`config.mk`:
```
export PLATFORM = sky130hd
export DESIGN_NAME = eta2_err_recover
export DESIGN_NICKNAME = d
export VERILOG_FILES = /design/src/rtl/eta_pkg.sv /design/src/rtl/seg_carry_gen.sv /design/src/rtl/eta2_err_recover.sv
export SDC_FILE = /design/constraint.sdc
export NUM_CORES = 1
export LEC_CHECK = 0
export CAP_MARGIN = 20
export CORE_ASPECT_RATIO = 0.7
export CORE_MARGIN = 2
export CORE_UTILIZATION = 45
export CTS_CLUSTER_DIAMETER = 50
export DETAILED_ROUTE_END_ITERATION = 10
export PLACE_DENSITY = 0.75
export SYNTH_ARGS = -nofsm -noshare
export SYNTH_HDL_FRONTEND = slang
export SYNTH_SLANG_ARGS = --single-unit
```
`constraint.sdc`:
```
create_clock -name clk -period 3.7 [get_ports clk]
set_input_delay 0.925 -clock clk [delete_from_list [all_inputs] [get_ports clk]]
set_output_delay 0.925 -clock clk [all_outputs]
set_load 0.005 [all_outputs]
```
`src/rtl/eta_pkg.sv`:
```
// Shared definitions for the error-tolerant adder recovery path:
// default geometry, segment-count derivation and the recovery FSM states.
package eta_pkg;

    localparam int WIDTH_DEF = 16;
    localparam int SEG_DEF   = 4;
    localparam int NSEG_DEF  = WIDTH_DEF / SEG_DEF;

    // Number of segments a WIDTH-bit word splits into at SEG bits each.
    function automatic int nseg_of(input int width, input int seg);
        return width / seg;
    endfunction

    typedef enum logic [1:0] {
        IDLE    = 2'd0,
        CORRECT = 2'd1,
        DONE    = 2'd2
    } state_t;

endpackage

```
`src/rtl/seg_carry_gen.sv`:
```
// Raw per-segment carry generator: rc[k] is the carry-out of segment k added
// in isolation, with cin feeding segment 0 only. Purely combinational.
module seg_carry_gen
    import eta_pkg::*;
#(
    parameter int WIDTH = WIDTH_DEF,
    parameter int SEG   = SEG_DEF
) (
    input  logic [WIDTH-1:0]                  a,
    input  logic [WIDTH-1:0]                  b,
    input  logic                              cin,
    output logic [nseg_of(WIDTH, SEG)-1:0]    rc
);

    localparam int NSEG = nseg_of(WIDTH, SEG);

    for (genvar k = 0; k < NSEG; k++) begin : g_seg
        logic             seg_cin;
        logic [SEG:0]     seg_sum;

        if (k == 0) begin : g_first
            assign seg_cin = cin;
        end else begin : g_rest
            assign seg_cin = 1'b0;
        end

        assign seg_sum = {1'b0, a[k*SEG +: SEG]} + {1'b0, b[k*SEG +: SEG]}
                       + {{SEG{1'b0}}, seg_cin};
        assign rc[k]   = seg_sum[SEG];
    end

endmodule

```
`src/rtl/eta2_err_recover.sv`:
```
// Error-recovery back end for the segmented (carry-cut) adder. Accepts the
// operands and the approximate sum, and if any lower segment dropped a carry,
// re-injects carries one segment per cycle to produce the exact sum.
module eta2_err_recover
    import eta_pkg::*;
#(
    parameter int WIDTH = WIDTH_DEF,
    parameter int SEG   = SEG_DEF
) (
    input  logic                                 clk,
    input  logic                                 rst_n,
    input  logic                                 in_valid,
    output logic                                 in_ready,
    input  logic [WIDTH-1:0]                     a,
    input  logic [WIDTH-1:0]                     b,
    input  logic                                 cin,
    input  logic [WIDTH-1:0]                     y_apx,
    output logic                                 out_valid,
    input  logic                                 out_ready,
    output logic [WIDTH-1:0]                     y,
    output logic                                 cout,
    output logic                                 err_flag,
    output logic [$clog2(WIDTH/SEG):0]           corr_cycles
);

    localparam int NSEG = nseg_of(WIDTH, SEG);
    localparam int IDXW = (NSEG > 1) ? $clog2(NSEG) : 1;
    localparam int CCW  = $clog2(NSEG) + 1;

    if ((WIDTH % SEG) != 0 || NSEG < 2) begin : g_bad_params
        $error("eta2_err_recover: WIDTH must be a multiple of SEG with at least two segments");
    end

    state_t             state;
    logic [WIDTH-1:0]   s;          // working sum, corrected in place
    logic [NSEG-1:0]    rc;         // raw carries from the current inputs
    logic [NSEG-1:0]    rc_q;       // raw carries captured at accept
    logic               rip;        // carry rippling out of the last corrected segment
    logic [IDXW-1:0]    idx;        // segment being corrected
    logic               ci;
    logic [SEG:0]       seg_sum;
    logic [WIDTH-1:0]   s_upd;

    seg_carry_gen #(
        .WIDTH (WIDTH),
        .SEG   (SEG)
    ) u_seg_carry_gen (
        .a   (a),
        .b   (b),
        .cin (cin),
        .rc  (rc)
    );

    assign in_ready = (state == IDLE);

    // Add the incoming carry into segment idx of the working sum.
    always_comb begin
        // NOTE: every output of this block gets a value before any conditional
        // logic, so no path leaves one unassigned and no latch is inferred.
        ci                    = rc_q[idx - 1'b1] | rip;
        seg_sum               = {1'b0, s[idx*SEG +: SEG]} + {{SEG{1'b0}}, ci};
        s_upd                 = s;
        s_upd[idx*SEG +: SEG] = seg_sum[SEG-1:0];
    end

    // Recovery FSM: accept, optionally walk the segments, then hold the result.
    always_ff @(posedge clk or negedge rst_n) begin
        if (!rst_n) begin
            state       <= IDLE;
            s           <= '0;
            rc_q        <= '0;
            rip         <= 1'b0;
            idx         <= '0;
            y           <= '0;
            cout        <= 1'b0;
            err_flag    <= 1'b0;
            corr_cycles <= '0;
            out_valid   <= 1'b0;
        end else begin
            // NOTE: state is updated with non-blocking assignments so every
            // register sees the pre-edge values of the others.
            case (state)
                IDLE: begin
                    if (in_valid) begin
                        s    <= y_apx;
                        rc_q <= rc;
                        rip  <= 1'b0;
                        if (|rc[NSEG-2:0]) begin
                            state <= CORRECT;
                            idx   <= IDXW'(1);
                        end else begin
                            // Only a top-segment carry (or none): approximate sum is exact.
                            state       <= DONE;
                            y           <= y_apx;
                            cout        <= rc[NSEG-1];
                            err_flag    <= 1'b0;
                            corr_cycles <= '0;
                            out_valid   <= 1'b1;
                        end
                    end
                end

                CORRECT: begin
                    s   <= s_upd;
                    rip <= seg_sum[SEG];
                    if (idx == IDXW'(NSEG - 1)) begin
                        state       <= DONE;
                        y           <= s_upd;
                        cout        <= rc_q[NSEG-1] | seg_sum[SEG];
                        err_flag    <= 1'b1;
                        corr_cycles <= CCW'(NSEG - 1);
                        out_valid   <= 1'b1;
                    end else begin
                        idx <= idx + 1'b1;
                    end
                end

                DONE: begin
                    if (out_ready) begin
                        state     <= IDLE;
                        out_valid <= 1'b0;
                    end
                end

                default: begin
                    state     <= IDLE;
                    out_valid <= 1'b0;
                end
            endcase
        end
    end

endmodule

```
# Word level (Yosys, flattened, before mapping)
# Index checks and enable logic that the tools add are counted.
[totals]
ff_bits = 47
latch_bits = 0
ramBits = 0
romBits = 0
input_bits = 53
output_inout_bits = 23
mem_count = 0
[op_classes]
add_sub_neg = 9
n_mul = 0
div_mod_pow = 0
n_lt_le_gt_ge = 1
eq_ne = 9
n_shift = 3
n_mux = 36
bitwise_logic = 2
n_reduce_logical = 9
[op_table]
columns = ["operator", "n"]
rows = [
  ["$mux 16", 4],
  ["$pmux 16 s2", 2],
  ["$neg 4->34", 1],
  ["$shift 4x34->16 const A", 1],
  ["$shiftx 4x34->16", 1],
  ["$add 4x4->5", 4],
  ["$bwmux 16", 1],
  ["$shiftx 16x5->4", 1],
  ["$mux 2", 7],
  ["$reduce_and 4->1", 3],
  ["$mux 1", 11],
  ["$ne 2x2->1 const B", 5],
  ["$mux 3", 3],
  ["$pmux 1 s2", 3],
  ["$pmux 2 s3", 1],
  ["$pmux 3 s2", 1],
  ["$add 4x1->5", 1],
  ["$add 5x1->5", 1],
  ["$eq 2x2->1 const B", 2],
  ["$pmux 2 s2", 1],
  ["$reduce_and 2->1", 2],
  ["$lt 2x3->1 const B", 1],
  ["$pmux 1 s3", 1],
  ["$reduce_and 3->1", 1],
  ["9 further kinds", 10],
]

# Logic depth before layout (Yosys ltp)
[depth]
word_depth = 9
depth_mapped = 11

# Modules after synthesis
# Synthesis repeated with hierarchy kept, for this count alone.
[hier_totals]
cells_unflattened = 299
area_unflattened_um2 = 2756.4
[by_module_without_submodules]
columns = ["mod", "instances", "cells_per_inst", "area_each_um2"]
rows = [
  ["eta2_err_recover", 1, 269, 2507.4],
  ["seg_carry_gen", 1, 30, 249.0],
]

# Worst setup path after synthesis
# No wires, ideal clock.
[synth_path]
kind = "register to register"
startpoint = "reg idx[0]"
endpoint = "reg y[14]"
setup_ns = 0.125
arrival_time_ns = 2.658
required_time_ns = 3.575
setup_slack_ns = 0.917
stages_incl_launch_ff = 12
path_buffers = 1
cell_sequence = "dfrtp_1 -> buf_6 -> inv_1 -> ha_1 -> mux4_1 -> or2_2 -> ha_1 -> ha_1 -> xor2_1 -> a21oi_1 -> o21ai_0 -> mux2_2"
[synth_between]
elab_chain_len = 9
elab_cells_between_ends = 15
[synth_lines]
columns = ["item", "line_no", "text"]
rows = [
  ["start: declaration", "eta2_err_recover.sv:39", "logic [IDXW-1:0] idx;"],
  ["start signal: assignment", "eta2_err_recover.sv:114", "idx <= idx + 1'b1;"],
  ["$sub 2x1->2", "eta2_err_recover.sv:60", "ci = rc_q[idx - 1'b1] | rip;"],
  ["$bmux 1 s2", "eta2_err_recover.sv:60", ""],
  ["$mux 1 (implied by the code)", "eta2_err_recover.sv:60", ""],
  ["$or 1x1->1", "eta2_err_recover.sv:60", ""],
  ["$add 4x1->5", "eta2_err_recover.sv:61", "seg_sum = {1'b0, s[idx*SEG +: SEG]} + {{SEG{1'b0}}, ci};"],
  ["$shiftx 4x34->16", "eta2_err_recover.sv:63", "s_upd[idx*SEG +: SEG] = seg_sum[SEG-1:0];"],
  ["$bwmux 16", "eta2_err_recover.sv:63", ""],
  ["$mux 16", "eta2_err_recover.sv:106", "if (idx == IDXW'(NSEG - 1)) begin"],
  ["$pmux 16 s2", "eta2_err_recover.sv:82", "case (state)"],
  ["end signal: assignment", "eta2_err_recover.sv:94", "y <= y_apx;"],
  ["end signal: assignment", "eta2_err_recover.sv:108", "y <= s_upd;"],
  ["end: declaration", "eta2_err_recover.sv:20", "output logic [WIDTH-1:0] y,"],
]
# Several ways; a longest one is shown, not always the timed one. The select of a mux whose other input is x is not followed.
# A chain may end at the register's enable or synchronous reset.

# Final worst setup path
[layout_path]
startpoint = "reg idx[1]"
endpoint = "reg y[14]"
# Same word-level chain as after synthesis.

==> flow_summary.json <==
{
  "status": "completed",
  "ys.flop_type": "dfrtp_1",
  "grt_pass1_wl_um": 10600,
  "setup_ws_ns": 0.623,
  "ys_types": 40,
  "layout-drive-gt1-share": 0.178,
  "synthCells": 254,
  "slowest_delay_ns": 0.54,
  "setup_violations": 0,
  "grt_usage": 0.193,
  "clock_latency_ns": 0.29,
  "p_int_uw": 1840,
  "postSynthAreaPerCell_um2": 10.9,
  "synth_top_area_cell": "dfrtp_1",
  "synth_edf_count": 0,
  "via_count": 2195,
  "clock-sinks": 44,
  "reg2reg_from": "idx[1]",
  "path_buf_inv": 1,
  "fin_crit_sh": 0.832,
  "worst-path-stages": 10,
  "utilization": 0.627,
  "rr_worst_depth": 10,
  "crit_chain": "inv_1 -> ha_1 -> mux4_1 -> or2_2 -> ha_1 -> ha_1 -> xor2_1 -> a21oi_1 -> o21ai_0 -> mux2_2",
  "slew_headroom": 0.352,
  "final_cell_mix": "73 x clkdlybuf4s50_1, 44 x dfrtp_1, 29 x mux2_2",
  "pwr-share-clk": 0.110,
  "cp.arrival_ns": 3.31,
  "worstPathMaxFanout": 9,
  "die_y_um": 69.8,
  "cts_setup_buffers": 0,
  "cts.path.max_buffers": 2,
  "pwr-share-seq": 0.309,
  "routed_wl_um": 6300,
  "area_growth_pct": 31.7,
  "synth_seq_area_share": 0.396,
  "ys.warnings.count": 0,
  "cp_common_cell": "ha_1",
  "io_pins": 76,
  "gp_congestion": 0.811,
  "grt_max_degree": 45,
  "powerDensity_mw_per_mm2": 803,
  "final_area_mm2": 0.00366,
  "io_buffers": 74,
  "postPlaceCellArea_mm2": 0.00357,
  "cts_tree": "done",
  "power.switching_uw": 1100,
  "antenna_found_initial": 0,
  "drv_slew": 0,
  "core_area_mm2": 0.00584,
  "worstReg2RegEnd": "y[14]",
  "vdd_drop_max_v": 0.000364,
  "slowest_stage": "dfrtp_1",
  "worst_pin_slew_ns": 0.972,
  "antenna_cells": 0,
  "start_kind": "register",
  "synth_area_leaders": "dfrtp_1 40%, mux2_2 12%, ha_1 9.5%",
  "synth-seq-cells": 44,
  "die_w_um": 97.9,
  "drt_iter0_markers": 75,
  "async_reset_ff_frac": 1.00,
  "cpLargestDelayFamily": "adder cells",
  "p_leak_uw": 0.00160,
  "syn_area_mm2": 0.00278,
  "antenna_left": 0,
  "worstPathRequired_ns": 3.93,
  "place_ws_ns": 0.300,
  "row_count": 23,
  "synth_nets": 328,
  "root_buffer": "clkbuf_8",
  "cp-endpoint": "y[14]",
  "h-tree-depth": 2,
  "hold_violations": 0,
  "dp_hpwl_um": 4820,
  "final_nets": 400,
  "cts_hold_buf": 0,
  "grt.overflow.total": 0,
  "drc_errors": 0,
  "comb_power_share": 0.581,
  "rsz0062_at_grt": "false",
  "hold_path_class": "reg -> reg",
  "max_freq_ghz": 0.325,
  "clkTransAtPathRegs_ns": 0.08,
  "cts_buffers": 5,
  "viasPerCell": 5.47,
  "timing.hold.ws_ns": 0.478,
  "fin_skew_ns": 0.00648,
  "switching_share": 0.375,
  "die-area_mm2": 0.00683,
  "grt_pass1_vias": 2184,
  "first_pass_iters": 4,
  "period_minus_slack_ns": 3.08,
  "start_util": 0.476,
  "wl_per_cell_um": 15.7,
  "timing.setup.tns_ns": 0,
  "cap_viol_max_count": 0,
  "cp-startpoint": "idx[1]",
  "cts_resized": 0,
  "path_class": "reg -> reg",
  "regToRegSetupSlack_ns": 0.62,
  "layout_commonest_cell": "clkdlybuf4s50_1",
  "critPathCaptureType": "register",
  "synth_top_area_frac": 0.396
}
[flip-flops by register name, indices dropped and copies added (netlist names)]
register,cells
idx,2
rc_q,4
cout,1
state,2
corr_cycles,1
rip,1
s,16
y,16
out_valid,1
[power groups by stage]
stage / Sequential [uW] / Combinational, uW / Clock [uW]
after detailed placement: 912 / 1710 / 0
after floorplan: 864 / 1190 / 0
final: 909 / 1710 / 323
after CTS: 906 / 1720 / 328
after global routing: 944 / 1880 / 352
after global placement: 902 / 1670 / 0
[synthesized netlist by cell type (2+ instances only)]
cell       n
dfrtp_1   44
mux2_2    29
ha_1      21
a21oi_1   20
nand2_1   18
o21ai_0   18
nor2b_1   14
nor2_1     9
clkbuf_1   7
mux2i_1    6
a211o_1    5
inv_1      5
nand3_1    5
nor3b_1    5
buf_4      4
mux2_4     4
nand3b_1   4
a31oi_1    3
and4bb_2   3
mux4_2     3
or2_2      3
a21boi_0   2
buf_2      2
buf_6      2
mux4_1     2
o21a_1     2
[worst min-delay path by stage]
stage | from | to | slack [ns] | cells past startpoint
6_report | rip | rip | 0.48 | 2
5_1_grt | rip | rip | 0.51 | 2
4_1_cts | rip | rip | 0.48 | 2
3_5_place_dp | rip | rip | 0.46 | 2
3_3_place_gp | rip | rip | 0.45 | 2
2_1_floorplan | rip | rip | 0.44 | 2
[kinds of logic (layout without fill, tap and decap cells)]
family                     after synthesis  count (layout)  synth area share
adders and majority gates               21              21            0.0945
buffers and inverters                   20              92            0.0387
xor gates and xnor gates                 1               1           0.00315
and+or+nand+nor                         65              65             0.136
muxes                                   44              44             0.204
DFF                                     44              44             0.396
other                                    1               1           0.00135
AOI/OAI and AO/OA                       58              58             0.126
[per-stage QoR]
| stage | power [uW] | instances |
|---|---|---|
| finish | 2940 | 401 |
| floorplan | 2050 | 254 |
| global placement | 2580 | 394 |
| detailed placement | 2620 | 394 |
| global route | 3170 | 401 |
| CTS | 2950 | 401 |
[worst register-to-register path: stages, from the launching register on]
cell	delay [ns]
dfrtp_1	0.54
inv_1	0.13
ha_1	0.39
mux4_1	0.30
or2_2	0.30
ha_1	0.25
ha_1	0.22
xor2_1	0.32
a21oi_1	0.13
o21ai_0	0.23
mux2_2	0.20
[layer usage]
metal	up-vias	track usage	share of wire	wire length, um
li1	1064	-	-	-
met3	8	0.0464	0.052	330
met1	1063	0.284	0.49	3070
met4	0	0.0478	0.0097	61
met5	-	0	0	0
met2	60	0.286	0.45	2840
[area by class of cell]
cell class / count / area (um^2)
fill: 463 / 2180
multi-input combinational: 190 / 1570
sequential: 44 / 1100
timing repair buffer: 80 / 781
clock buffer: 7 / 96.3
tap: 75 / 93.8
inverter: 5 / 18.8
Note: power is estimated with default switching activity, not from simulation.
